`config.mk`:
```
export PLATFORM = sky130hd
export DESIGN_NAME = decim_avg
export DESIGN_NICKNAME = d
export VERILOG_FILES = /design/src/rtl/boltzmann_pkg.sv /design/src/rtl/decim_out_reg.sv /design/src/rtl/decim_avg.sv
export SDC_FILE = /design/constraint.sdc
export NUM_CORES = 1
export LEC_CHECK = 0
export CAP_MARGIN = 20
export CORE_AREA = 2 2 95 166
export DETAILED_ROUTE_END_ITERATION = 8
export DIE_AREA = 0 0 97 168
export RECOVER_POWER = 100
export SLEW_MARGIN = 20
export SYNTH_ARGS = -nofsm -noshare
export SYNTH_HDL_FRONTEND = slang
export SYNTH_HIERARCHICAL = 1
export SYNTH_SLANG_ARGS = --single-unit
```
`constraint.sdc`:
```
create_clock -name clk_i -period 6.51 [get_ports clk_i]
set_clock_uncertainty 0.05 [all_clocks]
set_input_delay 1.953 -clock clk_i [delete_from_list [all_inputs] [get_ports clk_i]]
set_output_delay 1.953 -clock clk_i [all_outputs]
set_load 0.02 [all_outputs]
```
`src/rtl/boltzmann_pkg.sv`:
```
// rtl/boltzmann_pkg.sv - shared constants and output-register state type for the decimator path
// Contents: SAMPLE_W, MAX_LOG2, ACC_W and the holding-register state enum (EMPTY, FULL).
package boltzmann_pkg;

    localparam int SAMPLE_W = 16;
    localparam int MAX_LOG2 = 10;
    localparam int ACC_W    = SAMPLE_W + MAX_LOG2;

    typedef enum logic {
        EMPTY = 1'b0,
        FULL  = 1'b1
    } out_state_t;

endpackage

```
`src/rtl/decim_out_reg.sv`:
```
// rtl/decim_out_reg.sv - one-deep valid/ready holding register with sticky overrun flag
// Ports:
//   clk_i, rst_i     : clock, asynchronous active-high reset
//   load_i, din_i    : a new result is offered this cycle
//   data_o, valid_o  : held result and its valid flag
//   ready_i          : consumer takes data_o when valid_o && ready_i
//   overrun_o        : sticky, set when a result arrives while full and not drained
//   clr_ovr_i        : synchronous clear of overrun_o (a same-cycle overrun wins)
module decim_out_reg
    import boltzmann_pkg::*;
#(
    parameter int WIDTH = SAMPLE_W
) (
    input  logic             clk_i,
    input  logic             rst_i,
    input  logic             load_i,
    input  logic [WIDTH-1:0] din_i,
    input  logic             ready_i,
    input  logic             clr_ovr_i,
    output logic [WIDTH-1:0] data_o,
    output logic             valid_o,
    output logic             overrun_o
);

    out_state_t state, state_nxt;
    logic       take;
    logic       drop;

    always_ff @(posedge clk_i or posedge rst_i) begin
        if (rst_i) begin
            state <= EMPTY;
        end else begin
            state <= state_nxt;
        end
    end

    always_comb begin
        state_nxt = state;
        take      = 1'b0;
        drop      = 1'b0;
        case (state)
            EMPTY: begin
                if (load_i) begin
                    take      = 1'b1;
                    state_nxt = FULL;
                end
            end
            FULL: begin
                if (ready_i) begin
                    // Drain and refill in the same cycle so back-to-back results have no bubble.
                    if (load_i) begin
                        take = 1'b1;
                    end else begin
                        state_nxt = EMPTY;
                    end
                end else if (load_i) begin
                    drop = 1'b1;
                end
            end
            default: state_nxt = EMPTY;
        endcase
    end

    always_ff @(posedge clk_i or posedge rst_i) begin
        if (rst_i) begin
            data_o <= '0;
        end else if (take) begin
            data_o <= din_i;
        end
    end

    always_ff @(posedge clk_i or posedge rst_i) begin
        if (rst_i) begin
            overrun_o <= 1'b0;
        end else if (drop) begin
            overrun_o <= 1'b1;
        end else if (clr_ovr_i) begin
            overrun_o <= 1'b0;
        end
    end

    assign valid_o = (state == FULL);

endmodule

```
`src/rtl/decim_avg.sv`:
```
// rtl/decim_avg.sv - block-averaging decimator: mean of 2^k valid samples per output
// Ports:
//   clk_i, rst_i         : clock, asynchronous active-high reset
//   data_i, valid_i      : signed input sample stream
//   log2_n_i             : requested log2 block length, clamped to MAX_LOG2, latched at block start
//   data_o, valid_o      : signed block mean, held until ready_i
//   ready_i              : consumer handshake
//   overrun_o, clr_ovr_i : sticky dropped-result flag and its clear
// Build option: DECIM_ROUND_EN selects round-half-up instead of truncation toward -inf.
module decim_avg
    import boltzmann_pkg::*;
#(
    parameter int WIDTH    = SAMPLE_W,
    parameter int MAX_LOG2 = boltzmann_pkg::MAX_LOG2
) (
    input  logic                    clk_i,
    input  logic                    rst_i,
    input  logic signed [WIDTH-1:0] data_i,
    input  logic                    valid_i,
    input  logic [3:0]              log2_n_i,
    output logic signed [WIDTH-1:0] data_o,
    output logic                    valid_o,
    input  logic                    ready_i,
    output logic                    overrun_o,
    input  logic                    clr_ovr_i
);

    // Wide enough to sum 2^MAX_LOG2 full-scale samples without overflow.
    localparam int ACC_BITS = WIDTH + MAX_LOG2;
    localparam logic [MAX_LOG2:0]   BLK_ONE = 1;
    localparam logic [MAX_LOG2-1:0] CNT_ONE = 1;

    logic [3:0]                 k_req;
    logic [3:0]                 k_reg;
    logic [3:0]                 k_cur;
    logic [MAX_LOG2-1:0]        cnt;
    logic [MAX_LOG2:0]          blk_last;
    logic                       last;
    logic signed [ACC_BITS-1:0] acc;
    logic signed [ACC_BITS-1:0] sum;
    logic signed [ACC_BITS-1:0] sum_adj;
    logic signed [WIDTH-1:0]    result;

    assign k_req = (log2_n_i > 4'(MAX_LOG2)) ? 4'(MAX_LOG2) : log2_n_i;

    // The first sample of a block uses the live request; later samples use the latched k,
    // so a mid-block change of log2_n_i only affects the next block.
    assign k_cur    = (cnt == '0) ? k_req : k_reg;
    assign blk_last = (BLK_ONE << k_cur) - BLK_ONE;
    assign last     = valid_i && ({1'b0, cnt} == blk_last);
    assign sum      = acc + ACC_BITS'(data_i);

`ifdef DECIM_ROUND_EN
    localparam logic signed [ACC_BITS-1:0] ACC_ONE = 1;
    assign sum_adj = (k_cur == 4'd0) ? sum : sum + (ACC_ONE << (k_cur - 4'd1));
`else
    assign sum_adj = sum;
`endif

    // Arithmetic shift floors toward -inf; the mean always fits back into WIDTH bits.
    assign result = WIDTH'(sum_adj >>> k_cur);

    always_ff @(posedge clk_i or posedge rst_i) begin
        if (rst_i) begin
            acc   <= '0;
            cnt   <= '0;
            k_reg <= '0;
        end else if (valid_i) begin
            if (cnt == '0) begin
                k_reg <= k_req;
            end
            if (last) begin
                acc <= '0;
                cnt <= '0;
            end else begin
                acc <= sum;
                cnt <= cnt + CNT_ONE;
            end
        end
    end

    decim_out_reg #(
        .WIDTH(WIDTH)
    ) u_out_reg (
        .clk_i    (clk_i),
        .rst_i    (rst_i),
        .load_i   (last),
        .din_i    (result),
        .ready_i  (ready_i),
        .clr_ovr_i(clr_ovr_i),
        .data_o   (data_o),
        .valid_o  (valid_o),
        .overrun_o(overrun_o)
    );

endmodule

```
==> results.tsv, run 1 <==
metric	value	unit
post-cts gate resize count	0	
# Max-Cap Violations	1	
cells after synthesis	734	
slowest CP cell	dlygate4sd3_1	
DIE HEIGHT	168	µm
Synth cell types	78	
power share of the clock group	0.131	
detailed-route DRC error count	0	
final worst path period share	0.910	
#FFs+latches synth	58	
Routed Antenna Nets	0	
1st-iter DRT viols	467	
slew of the pin with the lowest slew margin	2.53	ns
sequential area share after synthesis	0.247	
failing checks	max-capacitance violations, max-slew violations	
Synth Warn #	6	
Fmax	169	MHz
setup TNS	0	ns
Worst EP arrival	6.07	ns
DP Wirelength	14600	µm
Slew HR	-0.685	
PwrDens	504	nW/µm²
Top FF cell, synth	dfrtp_1	
sequential share of power	0.167	
status	finished, violations left	
metal2 WL	9790	µm
clk_lat worst skew	0.34	ns
Sw Ratio	0.512	
final WL	19300	µm
GRT Residual Overflow	0	
met3 wire len	675	µm
diodes inserted	0	
Starting Density	0.390	
Clk pin slew, worst setup/hold paths	0.06	ns
cts hold-fix bufs	0	
cts bufs inserted	9	
ys async rst share	1.00	
synth-to-layout area growth	13.7	%
CP required	6.65	ns
Final Hold Violating Endpoints	0	
die width	97	µm
Synth area leaders	dfrtp_1, ha_1, a21oi_1	
mapped cell area	5880	µm²
Hold Path Class	reg2reg	
minimum clock period	5.93	ns
max incr delay on CP	0.70	ns
WS Path Type	in2reg	
router iterations before antenna repair	5	
worst-case vdd ir drop	213	µV
largest net degree at the start of global routing	66	
via count	5863	
H-tree depth	3	
Static Leak	2.99	nW
vias per cell	6.15	
top cells by count, synth	nand2_1, dfrtp_1, nor2_1	
routability cong.	0.902	
met1 wire length	7930	µm
vias in the first global route	5783	
Buffers on Ports	42	
Total Routing Usage GR	0.235	
P_int	1.64	mW
clock sink count	58	
Power Total	3.37	mW
Startpoint Class	primary input	
sw power	1.73	mW
most frequent cell after synthesis	nand2_1	
top-area cell type share of the netlist area	0.247	
Biggest register	acc	
Ports	43	
top flop regs	acc: 26 flops, u_out_reg/data_o: 16 flops, cnt: 10 flops	
FILL cells	1539	
Final nets	816	
worst-path fanout max	27	
cell row count	60	
DR top layer	met4	
Critical Path Sink Type	register	
# setup viols final	0	
layout cell share with drive strength beyond 1	0.0847	
Core Area	15100	µm²
CTS tree	built	
area leader, netlist	dfrtp_1	
max reg flops	26	
Avg WL per Cell	20.3	µm
global-route wire length before repair	30700	µm
post-route cell area	6690	µm²
post-synth net total	788	
crit path cell chain	dlygate4sd3_1 > inv_1 > nor4_1 > a21oi_1 > nand3_1 > ha_1 > inv_1 > mux4_2 > a2bb2oi_1 > xor2_1 > o21ai_0 > or4_1 > clkbuf_2 > nand3_1 > o21ai_0	
Post-synth EDFFs	0	
unrepaired setup endpoints after global routing	no	
post-CTS setup buffers	0	
Die Area	16300	µm²
Root Driver	clkbuf_16	
Avg Cell Area, Syn	8.02	µm²
Slew Viols, Final	41	
number of antenna violations at the first check in global routing	0	
worst hold margin	0.447	ns
Clock Tree Buf Depth	2	
placed inst area	6470	µm²
Logic pwr share	0.702	
-- metrics by stage --
stage,instances,setup slack (ns),util
final,953,0.583,0.443
after global routing,953,0.314,0.443
after CTS,953,0.778,0.447
after detailed placement,937,0.449,0.429
after global placement,937,0.418,0.429
after floorplan,734,0.526,-
-- area by class of cell --
cell class,instances,area [µm²],share of cell area
Multi-Input combinational cell,587,4020,0.601
Sequential cell,58,1450,0.217
Timing Repair Buffer,61,548,0.0819
Clock buffer,14,254,0.0380
Tap cell,186,233,0.0348
Inverter,45,169,0.0252
Clock inverter,2,12.5,0.00187
-- path summary, 6_finish.rpt --
kind	start	end	slack (ns)	cells after the start
hold reg to reg	u_out_reg/data_o[13]	u_out_reg/data_o[13]	0.45	1
setup / recovery	log2_n_i[3]	acc[18]	0.58	15
setup reg to reg	cnt[0]	acc[18]	1.20	17
min in group asynchronous	rst_i	u_out_reg/data_o[9]	2.14	2
hold / removal	u_out_reg/data_o[13]	u_out_reg/data_o[13]	0.45	1
max in group asynchronous	rst_i	cnt[3]	1.99	3
-- placed cells by master, fill, tap and decap left out, types with 16 or more instances in the layout --
cell / n
ha_1: 28
o21ai_0: 51
xnor2_1: 16
nand2_1: 62
inv_1: 43
clkdlybuf4s50_1: 19
nor3_1: 16
nand3_1: 33
dfrtp_1: 58
buf_4: 16
a21oi_1: 49
nor2_1: 54
dlygate4sd3_1: 22
-- kinds of logic (layout without fill, tap and decap cells) --
logic type / Yosys count / after routing / synth area share
AO/OA/AOI/OAI: 244 / 244 / 0.285
AND/OR/NAND/NOR: 242 / 242 / 0.208
buffers and inverters: 89 / 122 / 0.0646
flip-flops: 58 / 58 / 0.247
multiplexers: 44 / 44 / 0.0910
adder cells (fa/ha/maj): 29 / 29 / 0.0629
XOR/XNOR: 28 / 28 / 0.0417
-- metal layers --
metal / global-route usage / vias to the layer above
li1: - / 2815
met1: 0.278 / 2780
met2: 0.417 / 210
met3: 0.0245 / 58
met4: 0.121 / 0
met5: 0 / -
-- power groups by stage --
| stage | sequential, mW | combinational, mW | clock [mW] |
|---|---|---|---|
| after floorplan | 0.532 | 1.74 | 0 |
| after global placement | 0.566 | 2.33 | 0 |
| after detailed placement | 0.567 | 2.35 | 0 |
| after CTS | 0.562 | 2.37 | 0.452 |
| after global routing | 0.577 | 2.60 | 0.471 |
| final | 0.562 | 2.37 | 0.442 |
-- critical path: cells and delay by family --
family / cells / cell delay, ns
simple gates: 4 / 1.51
buf+inv: 4 / 1.47
compound gates: 4 / 0.51
mux: 1 / 0.29
fa+ha+maj: 1 / 0.16
xor+xnor: 1 / 0.16
(Power assumes the default switching activity.)
==> run 2, diff against run 1 <==
--- a/config.mk
+++ b/config.mk
@@ -6,9 +6,10 @@
 export NUM_CORES = 1
 export LEC_CHECK = 0
 export CAP_MARGIN = 20
-export CORE_AREA = 2 2 95 166
+export CORE_AREA = 2 2 89 177
+export CTS_BUF_LIST = sky130_fd_sc_hd__clkbuf_8
 export DETAILED_ROUTE_END_ITERATION = 8
-export DIE_AREA = 0 0 97 168
+export DIE_AREA = 0 0 91 179
 export RECOVER_POWER = 100
 export SLEW_MARGIN = 20
 export SYNTH_ARGS = -nofsm -noshare
==> results.tsv, run 2 (synthesis gave the netlist of run 1 again) <==
metric	value	unit
status	finished, violations left	
failing checks	max-capacitance violations, max-slew violations	
DIE HEIGHT	179	µm
cts hold-fix bufs	0	
final worst path period share	0.906	
die width	91	µm
WS Path Type	in2reg	
largest net degree at the start of global routing	67	
r2r endpoint	u_out_reg/data_o[6]	
worst-case vdd ir drop	245	µV
Worst EP arrival	6.08	ns
worst-path fanout max	16	
clk_lat worst skew	0.36	ns
cells on worst reg2reg path	17	
Clock Tree Buf Depth	2	
# Max-Cap Violations	1	
max reg flops	26	
Startpoint Class	primary input	
vias in the first global route	5599	
Final nets	814	
met3 GRT Util	0.0286	
Root Driver	clkbuf_8	
layout cell share with drive strength beyond 1	0.0824	
CP required	6.69	ns
Fmax	170	MHz
GRT met1 Usage	0.292	
Slew Viols, Final	41	
DP Worst Slack	0.509	ns
detailed-route DRC error count	0	
GRT Residual Overflow	0	
synth-to-layout area growth	12.3	%
post-cts gate resize count	0	
slew of the pin with the lowest slew margin	2.43	ns
routability cong.	0.948	
setup TNS	0	ns
cell row count	64	
WHS Path Cells	1	
unrepaired setup endpoints after global routing	no	
Clk pin slew, worst setup/hold paths	0.07	ns
# setup viols final	0	
R2R Setup Slk	1.32	ns
Slew HR	-0.620	
router iterations before antenna repair	5	
Buffers on Ports	42	
most frequent cells in the layout	nand2_1, dfrtp_1, nor2_1	
Routed Antenna Nets	0	
Die Area	16300	µm²
worst r2r src	cnt[0]	
post-route setup slack	0.614	ns
Most Crowded Layer GR	met2	
vias per cell	6.07	
DP Wirelength	13500	µm
clock sink count	58	
diodes inserted	0	
Final Hold Violating Endpoints	0	
H-tree depth	3	
CTS tree	built	
Starting Density	0.391	
met2 GRT Util	0.390	
commonest non-fill, non-tap cell in the layout	nand2_1	
HP Start	u_out_reg/data_o[3]	
Ports	43	
via count	5849	
post-CTS setup buffers	0	
Static Leak	2.95	nW
final WL	18200	µm
minimum clock period	5.90	ns
Biggest register	acc	
PwrDens	487	nW/µm²
FILL cells	1579	
cts bufs inserted	9	
global-route wire length before repair	29700	µm
Core Area	15100	µm²
Total Routing Usage GR	0.228	
number of antenna violations at the first check in global routing	0	
top flop regs	acc: 26 flops, u_out_reg/data_o: 16 flops, cnt: 10 flops	
Worst Hold End	u_out_reg/data_o[3]	
Avg WL per Cell	18.9	µm
1st-iter DRT viols	481	
Critical Path Sink Type	register	
Hold Path Class	reg2reg	
run 2: changes by cell type in the layout (fill, tap and decap cells not counted), sizes merged:
| cell | change |
|---|---|
| inv | +1 |
| bufinv | +1 |
| dlygate4sd3 | -2 |
| buf | -2 |
| clkinv | +3 |
| clkbuf | -4 |
| clkdlybuf4s50 | +2 |
| clkinvlp | -1 |
run 2: critical path: stages:
cell and delay (ns):
dlygate4sd3_1 0.69, o21ai_0 0.22, and2_0 0.22, a21boi_0 0.40
nand3_1 0.14, ha_1 0.23, inv_1 0.15, mux4_2 0.31
a2bb2oi_1 0.21, xor2_1 0.16, o21ai_0 0.09, or4_1 0.50
clkinv_1 0.23, nand2_4 0.21, mux2_1 0.37
run 2: worst max-delay path by stage:
stage | slack (ns) | start | endpoint | cells past startpoint
5_1_grt | 0.31 | log2_n_i[2] | u_out_reg/data_o[8] | 15
6_report | 0.61 | log2_n_i[2] | u_out_reg/data_o[6] | 15
4_1_cts | 0.88 | log2_n_i[2] | u_out_reg/data_o[2] | 16
3_5_place_dp | 0.51 | log2_n_i[2] | u_out_reg/data_o[6] | 16
3_3_place_gp | 0.58 | log2_n_i[2] | u_out_reg/data_o[14] | 16
2_1_floorplan | 0.53 | log2_n_i[3] | u_out_reg/data_o[0] | 19
run 2: through the flow:
stage	hold slack, ns	power (mW)	cells	utilization	cell area (µm²)
global route	0.463	3.51	963	0.439	6610
global placement	0.439	2.85	947	0.430	6470
floorplan	0.435	2.27	734	-	5880
finish	0.443	3.22	963	0.439	6610
detailed placement	0.446	2.86	947	0.430	6470
CTS	0.462	3.22	963	0.443	6670
run 2: cell type report:
| cell class | count | area [µm²] | share of cell area |
|---|---|---|---|
| clock buffers | 10 | 138 | 0.0208 |
| clock inverters | 6 | 57.6 | 0.00871 |
| inverters | 45 | 169 | 0.0256 |
| multi-input cells | 587 | 4010 | 0.607 |
| flip-flops and latches | 58 | 1450 | 0.220 |
| well taps | 198 | 248 | 0.0375 |
| repair buffers | 59 | 532 | 0.0805 |
run 2: power by group:
| group | switching, mW | internal [mW] | total (mW) |
|---|---|---|---|
| clock network | 0.157 | 0.184 | 0.341 |
| registers | 0.0960 | 0.466 | 0.562 |
| logic | 1.42 | 0.893 | 2.31 |
run 2: layer usage:
metal  part of all wire  up-vias
met5                  0        -
met2               0.48      232
li1                   -     2823
met3              0.053       33
met4              0.028        0
met1               0.44     2761
